$ cat config.mk
export PLATFORM = sky130hd
export DESIGN_NAME = decode_stage
export DESIGN_NICKNAME = d
export VERILOG_FILES = /design/src/rtl/decode_stage.sv
export SDC_FILE = /design/constraint.sdc
export NUM_CORES = 1
export LEC_CHECK = 0
export ABC_AREA = 1
export CAP_MARGIN = 20
export CORE_ASPECT_RATIO = 0.75
export CORE_MARGIN = 5
export CORE_UTILIZATION = 45
export CTS_CLUSTER_DIAMETER = 100
export DETAILED_ROUTE_END_ITERATION = 10
export PLACE_DENSITY = 0.85
export SYNTH_ARGS = -nofsm -noshare
export SYNTH_HDL_FRONTEND = slang
export SYNTH_SLANG_ARGS = --single-unit
$ cat constraint.sdc
create_clock -name clk -period 3.9 [get_ports clk]
set_input_delay 0.585 -clock clk [delete_from_list [all_inputs] [get_ports clk]]
set_output_delay 0.585 -clock clk [all_outputs]
set_load 0.01 [all_outputs]
$ cat src/rtl/decode_stage.sv
// Decode stage: turns an RV32 instruction word into an op code, register
// indices and a sign-extended immediate. A register scoreboard tracks pending
// writes and stalls consumers of those registers until writeback.
module decode_stage #(
   parameter int XLEN  = 32,
   parameter int M_EXT = 1,
   parameter int OP_W  = 4
) (
   input  logic            clk,
   input  logic            rst,
   input  logic            flush,
   input  logic            in_valid,
   output logic            in_ready,
   input  logic [31:0]     in_instr,
   input  logic [XLEN-1:0] in_pc,
   output logic            out_valid,
   input  logic            out_ready,
   output logic [OP_W-1:0] out_op,
   output logic [4:0]      out_rd,
   output logic [4:0]      out_rs1,
   output logic [4:0]      out_rs2,
   output logic [XLEN-1:0] out_imm,
   output logic [XLEN-1:0] out_pc,
   output logic            out_illegal,
   input  logic            wb_valid,
   input  logic [4:0]      wb_rd
);

   localparam logic [OP_W-1:0] OP_ADD     = OP_W'(0);
   localparam logic [OP_W-1:0] OP_SUB     = OP_W'(1);
   localparam logic [OP_W-1:0] OP_MUL     = OP_W'(2);
   localparam logic [OP_W-1:0] OP_DIV     = OP_W'(3);
   localparam logic [OP_W-1:0] OP_LOAD    = OP_W'(4);
   localparam logic [OP_W-1:0] OP_STORE   = OP_W'(5);
   localparam logic [OP_W-1:0] OP_ADDI    = OP_W'(6);
   localparam logic [OP_W-1:0] OP_BRANCH  = OP_W'(7);
   localparam logic [OP_W-1:0] OP_LUI     = OP_W'(8);
   localparam logic [OP_W-1:0] OP_AUIPC   = OP_W'(9);
   localparam logic [OP_W-1:0] OP_JAL     = OP_W'(10);
   localparam logic [OP_W-1:0] OP_JALR    = OP_W'(11);
   localparam logic [OP_W-1:0] OP_ILLEGAL = OP_W'(15);

   logic [6:0]      opcode;
   logic [2:0]      funct3;
   logic [6:0]      funct7;
   logic [4:0]      rd;
   logic [4:0]      rs1;
   logic [4:0]      rs2;
   logic [OP_W-1:0] op;
   logic [31:0]     imm32;
   logic [XLEN-1:0] imm_ext;
   logic            illegal;
   logic            use_rs1;
   logic            use_rs2;
   logic            writes_rd;
   logic            rs1_busy;
   logic            rs2_busy;
   logic            hazard;
   logic            accept;
   logic [31:0]     scoreboard;
   logic [31:0]     scoreboard_next;

   assign opcode = in_instr[6:0];
   assign funct3 = in_instr[14:12];
   assign funct7 = in_instr[31:25];
   assign rd     = in_instr[11:7];
   assign rs1    = in_instr[19:15];
   assign rs2    = in_instr[24:20];

   // Classify the instruction, pick its immediate format and register usage
   always_comb begin
      op        = OP_ILLEGAL;
      imm32     = '0;
      use_rs1   = 1'b0;
      use_rs2   = 1'b0;
      writes_rd = 1'b0;
      case (opcode)
         7'b0110011: begin
            use_rs1   = 1'b1;
            use_rs2   = 1'b1;
            writes_rd = 1'b1;
            case ({funct7, funct3})
               10'b0000000_000: op = OP_ADD;
               10'b0100000_000: op = OP_SUB;
               10'b0000001_000: op = (M_EXT != 0) ? OP_MUL : OP_ILLEGAL;
               10'b0000001_100: op = (M_EXT != 0) ? OP_DIV : OP_ILLEGAL;
               default:         op = OP_ILLEGAL;
            endcase
         end
         7'b0000011: begin
            op        = (funct3 == 3'b010) ? OP_LOAD : OP_ILLEGAL;
            imm32     = {{20{in_instr[31]}}, in_instr[31:20]};
            use_rs1   = 1'b1;
            writes_rd = 1'b1;
         end
         7'b0100011: begin
            op      = (funct3 == 3'b010) ? OP_STORE : OP_ILLEGAL;
            imm32   = {{20{in_instr[31]}}, in_instr[31:25], in_instr[11:7]};
            use_rs1 = 1'b1;
            use_rs2 = 1'b1;
         end
         7'b0010011: begin
            op        = (funct3 == 3'b000) ? OP_ADDI : OP_ILLEGAL;
            imm32     = {{20{in_instr[31]}}, in_instr[31:20]};
            use_rs1   = 1'b1;
            writes_rd = 1'b1;
         end
         7'b1100011: begin
            op      = OP_BRANCH;
            imm32   = {{19{in_instr[31]}}, in_instr[31], in_instr[7],
                       in_instr[30:25], in_instr[11:8], 1'b0};
            use_rs1 = 1'b1;
            use_rs2 = 1'b1;
         end
         7'b0110111: begin
            op        = OP_LUI;
            imm32     = {in_instr[31:12], 12'b0};
            writes_rd = 1'b1;
         end
         7'b0010111: begin
            op        = OP_AUIPC;
            imm32     = {in_instr[31:12], 12'b0};
            writes_rd = 1'b1;
         end
         7'b1101111: begin
            op        = OP_JAL;
            imm32     = {{11{in_instr[31]}}, in_instr[31], in_instr[19:12],
                         in_instr[20], in_instr[30:21], 1'b0};
            writes_rd = 1'b1;
         end
         7'b1100111: begin
            op        = (funct3 == 3'b000) ? OP_JALR : OP_ILLEGAL;
            imm32     = {{20{in_instr[31]}}, in_instr[31:20]};
            use_rs1   = 1'b1;
            writes_rd = 1'b1;
         end
         default: op = OP_ILLEGAL;
      endcase
      // An unsupported encoding carries no immediate and touches no registers,
      // so it can never stall or mark the scoreboard.
      if (op == OP_ILLEGAL) begin
         imm32     = '0;
         use_rs1   = 1'b0;
         use_rs2   = 1'b0;
         writes_rd = 1'b0;
      end
      if (rd == 5'd0) begin
         writes_rd = 1'b0;
      end
   end

   assign illegal  = (op == OP_ILLEGAL);
   assign imm_ext  = XLEN'($signed(imm32));

   assign rs1_busy = use_rs1 && scoreboard[rs1] && !(wb_valid && (wb_rd == rs1));
   assign rs2_busy = use_rs2 && scoreboard[rs2] && !(wb_valid && (wb_rd == rs2));
   assign hazard   = rs1_busy || rs2_busy;
   assign in_ready = !flush && !hazard && (!out_valid || out_ready);
   assign accept   = in_valid && in_ready;

   // Next scoreboard: writeback clears first so a same-cycle set on that register wins
   always_comb begin
      scoreboard_next = scoreboard;
      if (wb_valid) begin
         scoreboard_next[wb_rd] = 1'b0;
      end
      if (accept && writes_rd) begin
         scoreboard_next[rd] = 1'b1;
      end
      scoreboard_next[0] = 1'b0;
   end

   // Scoreboard register; flush wipes every pending write
   always_ff @(posedge clk or posedge rst) begin
      if (rst) begin
         scoreboard <= '0;
      end else if (flush) begin
         scoreboard <= '0;
      end else begin
         scoreboard <= scoreboard_next;
      end
   end

   // Output bundle register with valid/ready hold and flush squash
   always_ff @(posedge clk or posedge rst) begin
      if (rst) begin
         out_valid   <= 1'b0;
         out_op      <= '0;
         out_rd      <= '0;
         out_rs1     <= '0;
         out_rs2     <= '0;
         out_imm     <= '0;
         out_pc      <= '0;
         out_illegal <= 1'b0;
      end else if (flush) begin
         out_valid <= 1'b0;
      end else if (accept) begin
         out_valid   <= 1'b1;
         out_op      <= op;
         out_rd      <= rd;
         out_rs1     <= rs1;
         out_rs2     <= rs2;
         out_imm     <= imm_ext;
         out_pc      <= in_pc;
         out_illegal <= illegal;
      end else if (out_ready) begin
         out_valid <= 1'b0;
      end
   end

endmodule

==> metrics.cfg, run 1 <==
[synth]
synth_edf_count=0
syn_inst=910
synth_warnings=0
netlist_area_um2=6520
yosys.cell_types.count=30
yosysTopAreaCell=dfrtp_1
avgSynthCellArea_um2=7.16
async_reset_ff_frac=1.00
syn-num-nets=985
synthTopCellsByArea=dfrtp_1 (45%), nand2_1 (19%), nand3_1 (5.5%)
synth_top_family_by_area=simple AND/OR/NAND/NOR gates
yosys.area_share.simple=0.346
synthXorXnorAreaFrac=0.00134
muxShareOfSynthArea=0
synth_compound_area_frac=0.138
synth_fa_ha_area_frac=0
synthFlopType=dfrtp_1
synth_top_area_frac=0.445
synth_seq_cells=116
ys_seq_area_frac=0.445

[critical_path]
crit_chain=clkdlybuf4s50_1 > clkinv_1 > nand3_1 > nand3_1 > nand3_1 > nand2_1 > nand2_1 > nand3_1 > nand2_1 > a21oi_2 > clkdlybuf4s50_1
critPathMaxFanout=11
critPathMostFrequentCell=nand3_1
crit_path_end_kind=primary output
slowest_delay_ps=740
crit_required_ps=3310
critPathArrivalTime_ps=3010
cpLargestDelayFamily=buffers and inverters
path_class=in2out
r2r_start=scoreboard[21]
crit_path_top_delay_cell=clkdlybuf4s50_1
crit_buf_inv=3
cp-start-kind=input port
startpoint=in_instr[16]

[place]
portBuffers=160
routabilityCongestion=1.07
dpl.cell_count=1238
hpwl_um=15900

[drt]
routedWlPerCell_um=17.4
drc=0
via_count=7149
antenna_left=0
drt_iter0_markers=885
totalWireLength_um=22100
vias_per_cell=5.63
dr.pass1.iters=5

[floorplan]
dieArea_um2=17000
die_x_um=149
ios=161
die_h_um=114
rows=38
start_util=0.455
coreArea_um2=14300

[layout]
fin_nets=1132
layout_common_cells=nand2_1 (337), clkdlybuf4s50_1 (160), dfrtp_1 (116)
regArea_um2=2900
syn_to_final_growth_pct=36.7
n_antenna_cell=0
fill_cells=1247
multiInputGateArea_um2=3170
layout_commonest_cell=nand2_1
drive_above_1_share=0.0654
postLayoutCoreUtil=0.622
layout.cells.non_filler=1270

[sta]
slew_viol_final=0
slew_headroom=0.476
tightest_slew_ps=786
fmax_mhz=278
clock-skew-final_ps=11.2
period_share=0.922
tns_ps=0
rsz0062_at_grt=no
hold_viol=0
post-route-min-period_ps=3590
setup_viol=0

[pwr]
p_per_area_nw_per_um2=404
ir_worst_vdd_uv=295
p_leak_uw=0.00410
power_uw=3600

[cts]
cts_sinks=116
cts.htree.levels=4
hold_buffers=0
post_cts_resized=0
postCtsSetupBuffers=0
cts.clk_slew.worst_paths_ps=50
cts_root_buf=clkbuf_16
clock_latency_ps=420
cts_buffer_depth=2
numCtsBuffers=17
cts_tree=built

[grt]
antenna_found_initial=0
grt_first_pass_wirelength_um=34900
grt_max_degree=60
track_usage=0.257
grt_overflow=0
grt_pass1_vias=6556

[min_path]
hold_class=reg2reg
hp-start=out_pc[1]

[job]
cap_violations=0

[status]
status=completed

[power breakdown]
part	internal [uW]	leakage [uW]	switching, uW
sequential	1290	0.00153	49.1
combinational	293	0.00228	335
clock	1030	0.000290	602
total	2610	0.00410	986
[synth_stat cells, types with 2 or more instances]
cell	instances
o22ai_1	9
inv_2	9
nor3_1	17
buf_2	24
clkbuf_1	14
nand2_2	4
inv_1	51
dfrtp_1	116
nor2_1	64
buf_4	5
o21ai_0	49
o21a_1	31
nand3_1	72
o31ai_1	17
buf_1	2
nand2_1	337
nor2_2	3
o21ai_1	24
a21oi_1	17
nand3_2	3
nand4_1	33
[worst register-to-register path, stage by stage, from the launching register on]
cell and delay, ps:
dfrtp_1 450, nand2_1 100, nand3_1 70, nand3_1 130
nand3_1 100, nand2_1 90, nand2_1 50, nand3_1 60
nand2_1 80, nand2_1 130, nand3_4 200, nor2_1 600
o21ai_0 260, nand2_1 130
[layout make-up]
| class | count | area share |
|---|---|---|
| inverters | 61 | 0.0260 |
| repair buffers | 174 | 0.194 |
| well taps | 200 | 0.0281 |
| clock buffers | 18 | 0.0493 |
| clock inverters | 14 | 0.0199 |
| flip-flops and latches | 116 | 0.326 |
| multi-input cells | 687 | 0.356 |
[path summary, 6_finish.rpt]
check / endpoint / slack, ps / cells past startpoint
setup / recovery: in_ready / 310 / 11
hold / removal: out_pc[1] / 480 / 2
setup reg to reg: out_imm[22] / 1370 / 13
hold reg to reg: out_pc[1] / 480 / 2
max in group asynchronous: scoreboard[18] / 2490 / 3
min in group asynchronous: out_imm[7] / 660 / 2
[metrics by stage]
step	hold slack [ps]	setup slack, ps	area, um^2
global route	502	163	8910
CTS	480	372	8910
detailed placement	464	381	8290
finish	477	306	8910
floorplan	514	243	6520
global placement	461	410	8290
[routing by layer]
layer | global-route usage | share of wire
met3 | 0.0930 | 0.13
met4 | 0.0811 | 0.025
met1 | 0.364 | 0.42
met5 | 0 | 0
met2 | 0.369 | 0.42
[state kept, by name, summed over array words and instances (netlist names)]
name         cells
out_rd           5
scoreboard      31
out_rs2          5
out_illegal      1
out_op           4
out_pc          32
out_valid        1
out_rs1          5
out_imm         32
[logic make-up after synthesis]
logic type / after synthesis
AND/OR/NAND/NOR: 535
AO/OA/AOI/OAI: 151
XOR/XNOR: 1
buffers and inverters: 107
flip-flops: 116
(Power assumes the default switching activity.)
==> run 2, diff against run 1 <==
Settings changed: PLACE_DENSITY 0.85 to 0.75.
==> run 2 against run 1 <==
Compared with the run above:
- combinational power about the same
- final cell count is 0.31% higher
- hold slack improved by 2.9 ps
- first-iteration DRC count fell by 8.1%
- global-route usage grew 1.0 points
- largest cell class unchanged
- cell area grew 0.25%
- clock-buffer cell count is 1 lower
- core utilization rose by 0.16 points
- clock skew is 1.9 ps lower
- critical path depth unchanged
- power rose by 0.28%
- worst setup slack gained 40 ps
==> metrics.cfg, run 2 (synthesized netlist as in run 1, its figures left out) <==
[critical_path]
crit_path_top_delay_cell=clkdlybuf4s50_1  ; unchanged
critPathArrivalTime_ps=2970  ; was 3010 ps
critPathMaxFanout=8  ; was 11
crit_path_end_kind=primary output  ; unchanged
slowest_delay_ps=580  ; was 740 ps
startpoint=in_instr[22]  ; was in_instr[16]
r2r_end=out_imm[29]  ; was out_imm[22]
r2r_start=scoreboard[7]  ; was scoreboard[21]
endpoint=in_ready  ; unchanged
crit_required_ps=3310  ; about the same
path_class=in2out  ; unchanged
crit_chain=clkdlybuf4s50_1 > inv_1 > o22ai_1 > nor2_1 > nand3_1 > nand2_1 > inv_1 > nand3_1 > nand2_1 > a21oi_2 > clkdlybuf4s50_1  ; was clkdlybuf4s50_1 > clkinv_1 > nand3_1 > nand3_1 > nand3_1 > nand2_1 > nand2_1 > nand3_1 > nand2_1 > a21oi_2 > clkdlybuf4s50_1
ff2ff_setup_slack_ps=1410  ; was 1370 ps
cp-start-kind=input port  ; unchanged
ff2ff_path_depth=13  ; unchanged

[job]
cap_violations=0  ; unchanged

[cts]
hold_buffers=0  ; unchanged
clock_latency_ps=420  ; about the same
numCtsBuffers=17  ; unchanged
post_cts_resized=0  ; unchanged
cts_buffer_depth=2  ; unchanged
cts.htree.levels=4  ; unchanged
cts.clk_slew.worst_paths_ps=60  ; was 50 ps
cts_tree=built  ; unchanged
postCtsSetupBuffers=0  ; unchanged
cts_sinks=116  ; unchanged
cts_root_buf=clkbuf_16  ; unchanged

[pwr]
ir_worst_vdd_uv=318  ; was 295 uV
power_uw=3610  ; was 3600 uW
p_per_area_nw_per_um2=404  ; about the same
p_leak_uw=0.00413  ; was 0.00410 uW

[place]
portBuffers=160  ; unchanged
placed_area_um2=8320  ; was 8290 um^2
routabilityCongestion=0.965  ; was 1.07
hpwl_um=16300  ; was 15900 um
dp_worst_setup_slack_ps=365  ; was 381 ps

[min_path]
hold_class=reg2reg  ; unchanged

[sta]
tns_ps=0  ; unchanged
setup_ws_ps=345  ; was 306 ps
rsz0062_at_grt=no  ; unchanged
setup_viol=0  ; unchanged
slew_headroom=0.418  ; was 0.476
slew_viol_final=0  ; unchanged
fmax_mhz=281  ; was 278 MHz
holdWs_ps=480  ; was 477 ps
post-route-min-period_ps=3550  ; was 3590 ps
clock-skew-final_ps=9.25  ; was 11.2 ps
hold_viol=0  ; unchanged
tightest_slew_ps=873  ; was 786 ps
period_share=0.911  ; was 0.922

[drt]
vias_per_cell=5.43  ; was 5.63
wl_met2_um=9220  ; was 9320 um
met1Wirelength_um=10600  ; was 9390 um
routed.top_layer=met4  ; unchanged
via_count=6912  ; was 7149
totalWireLength_um=22700  ; was 22100 um
antenna_left=0  ; unchanged
drt_iter0_markers=813  ; was 885
dr.pass1.iters=6  ; was 5
routedWlPerCell_um=17.8  ; was 17.4 um
drc=0  ; unchanged
met3_length_um=2630  ; was 2860 um

[layout]
n_antenna_cell=0  ; unchanged
syn_to_final_growth_pct=37.0  ; was 36.7%
final_area_um2=8930  ; was 8910 um^2
fin_nets=1136  ; was 1132
largestRegisters=out_imm x32, out_pc x32, scoreboard x31  ; unchanged
drive_above_1_share=0.0689  ; was 0.0654
layout_commonest_cell=nand2_1  ; unchanged
layout_common_cells=nand2_1 (337), clkdlybuf4s50_1 (160), dfrtp_1 (116)  ; unchanged

[floorplan]
coreArea_um2=14300  ; unchanged
die_x_um=149  ; unchanged
dieArea_um2=17000  ; unchanged
die_h_um=114  ; unchanged
rows=38  ; unchanged
ios=161  ; unchanged
start_util=0.455  ; unchanged

[status]
status=completed  ; unchanged

[grt]
grt_max_degree=78  ; was 60
antenna_found_initial=0  ; unchanged
grt_overflow=0  ; unchanged
grt_pass1_vias=6509  ; was 6556
grt_first_pass_wirelength_um=36000  ; was 34900 um
track_usage=0.267  ; was 0.257

[run 2: worst min path at each step]
stage,startpoint,to,slack [ps],depth (start not counted)
global route,out_pc[25],out_pc[25],490,2
floorplan,out_imm[31],out_imm[31],510,2
CTS,out_imm[21],out_imm[21],480,2
detailed placement,out_imm[23],out_imm[23],460,2
global placement,out_pc[2],out_pc[2],460,2
finish,out_imm[7],out_imm[7],480,2
[run 2: area by class of cell]
| type | count | area (um^2) |
|---|---|---|
| flip-flops and latches | 116 | 2900 |
| repair buffers | 178 | 1760 |
| inverters | 61 | 231 |
| multi-input cells | 687 | 3170 |
| clock inverters | 15 | 184 |
| well taps | 200 | 250 |
| clock buffers | 17 | 425 |
| fillers | 1259 | 5380 |
[run 2: critical path, delay by kind of cell]
| kind | cells | cell delay, ps |
|---|---|---|
| buffers and inverters | 4 | 1550 |
| AO/OA/AOI/OAI | 2 | 360 |
| AND/OR/NAND/NOR | 5 | 480 |
[run 2: power by group]
| part | switching, uW | total (uW) | internal (uW) | leakage [uW] |
|---|---|---|---|---|
| clock | 666 | 1640 | 971 | 0.000293 |
| sequential | 49.1 | 1340 | 1290 | 0.00153 |
| combinational | 336 | 632 | 296 | 0.00230 |
| total | 1050 | 3610 | 2560 | 0.00413 |
[run 2: per-layer routing]
metal | up-vias | track usage
li1 | 3307 | -
met1 | 3205 | 0.408
met2 | 368 | 0.361
met3 | 32 | 0.0958
met4 | 0 | 0.0598
met5 | - | 0
[run 2: stage by stage]
stage / utilization / instances
floorplan: - / 910
global placement: 0.581 / 1242
detailed placement: 0.581 / 1242
CTS: 0.624 / 1274
global route: 0.624 / 1274
finish: 0.624 / 1274
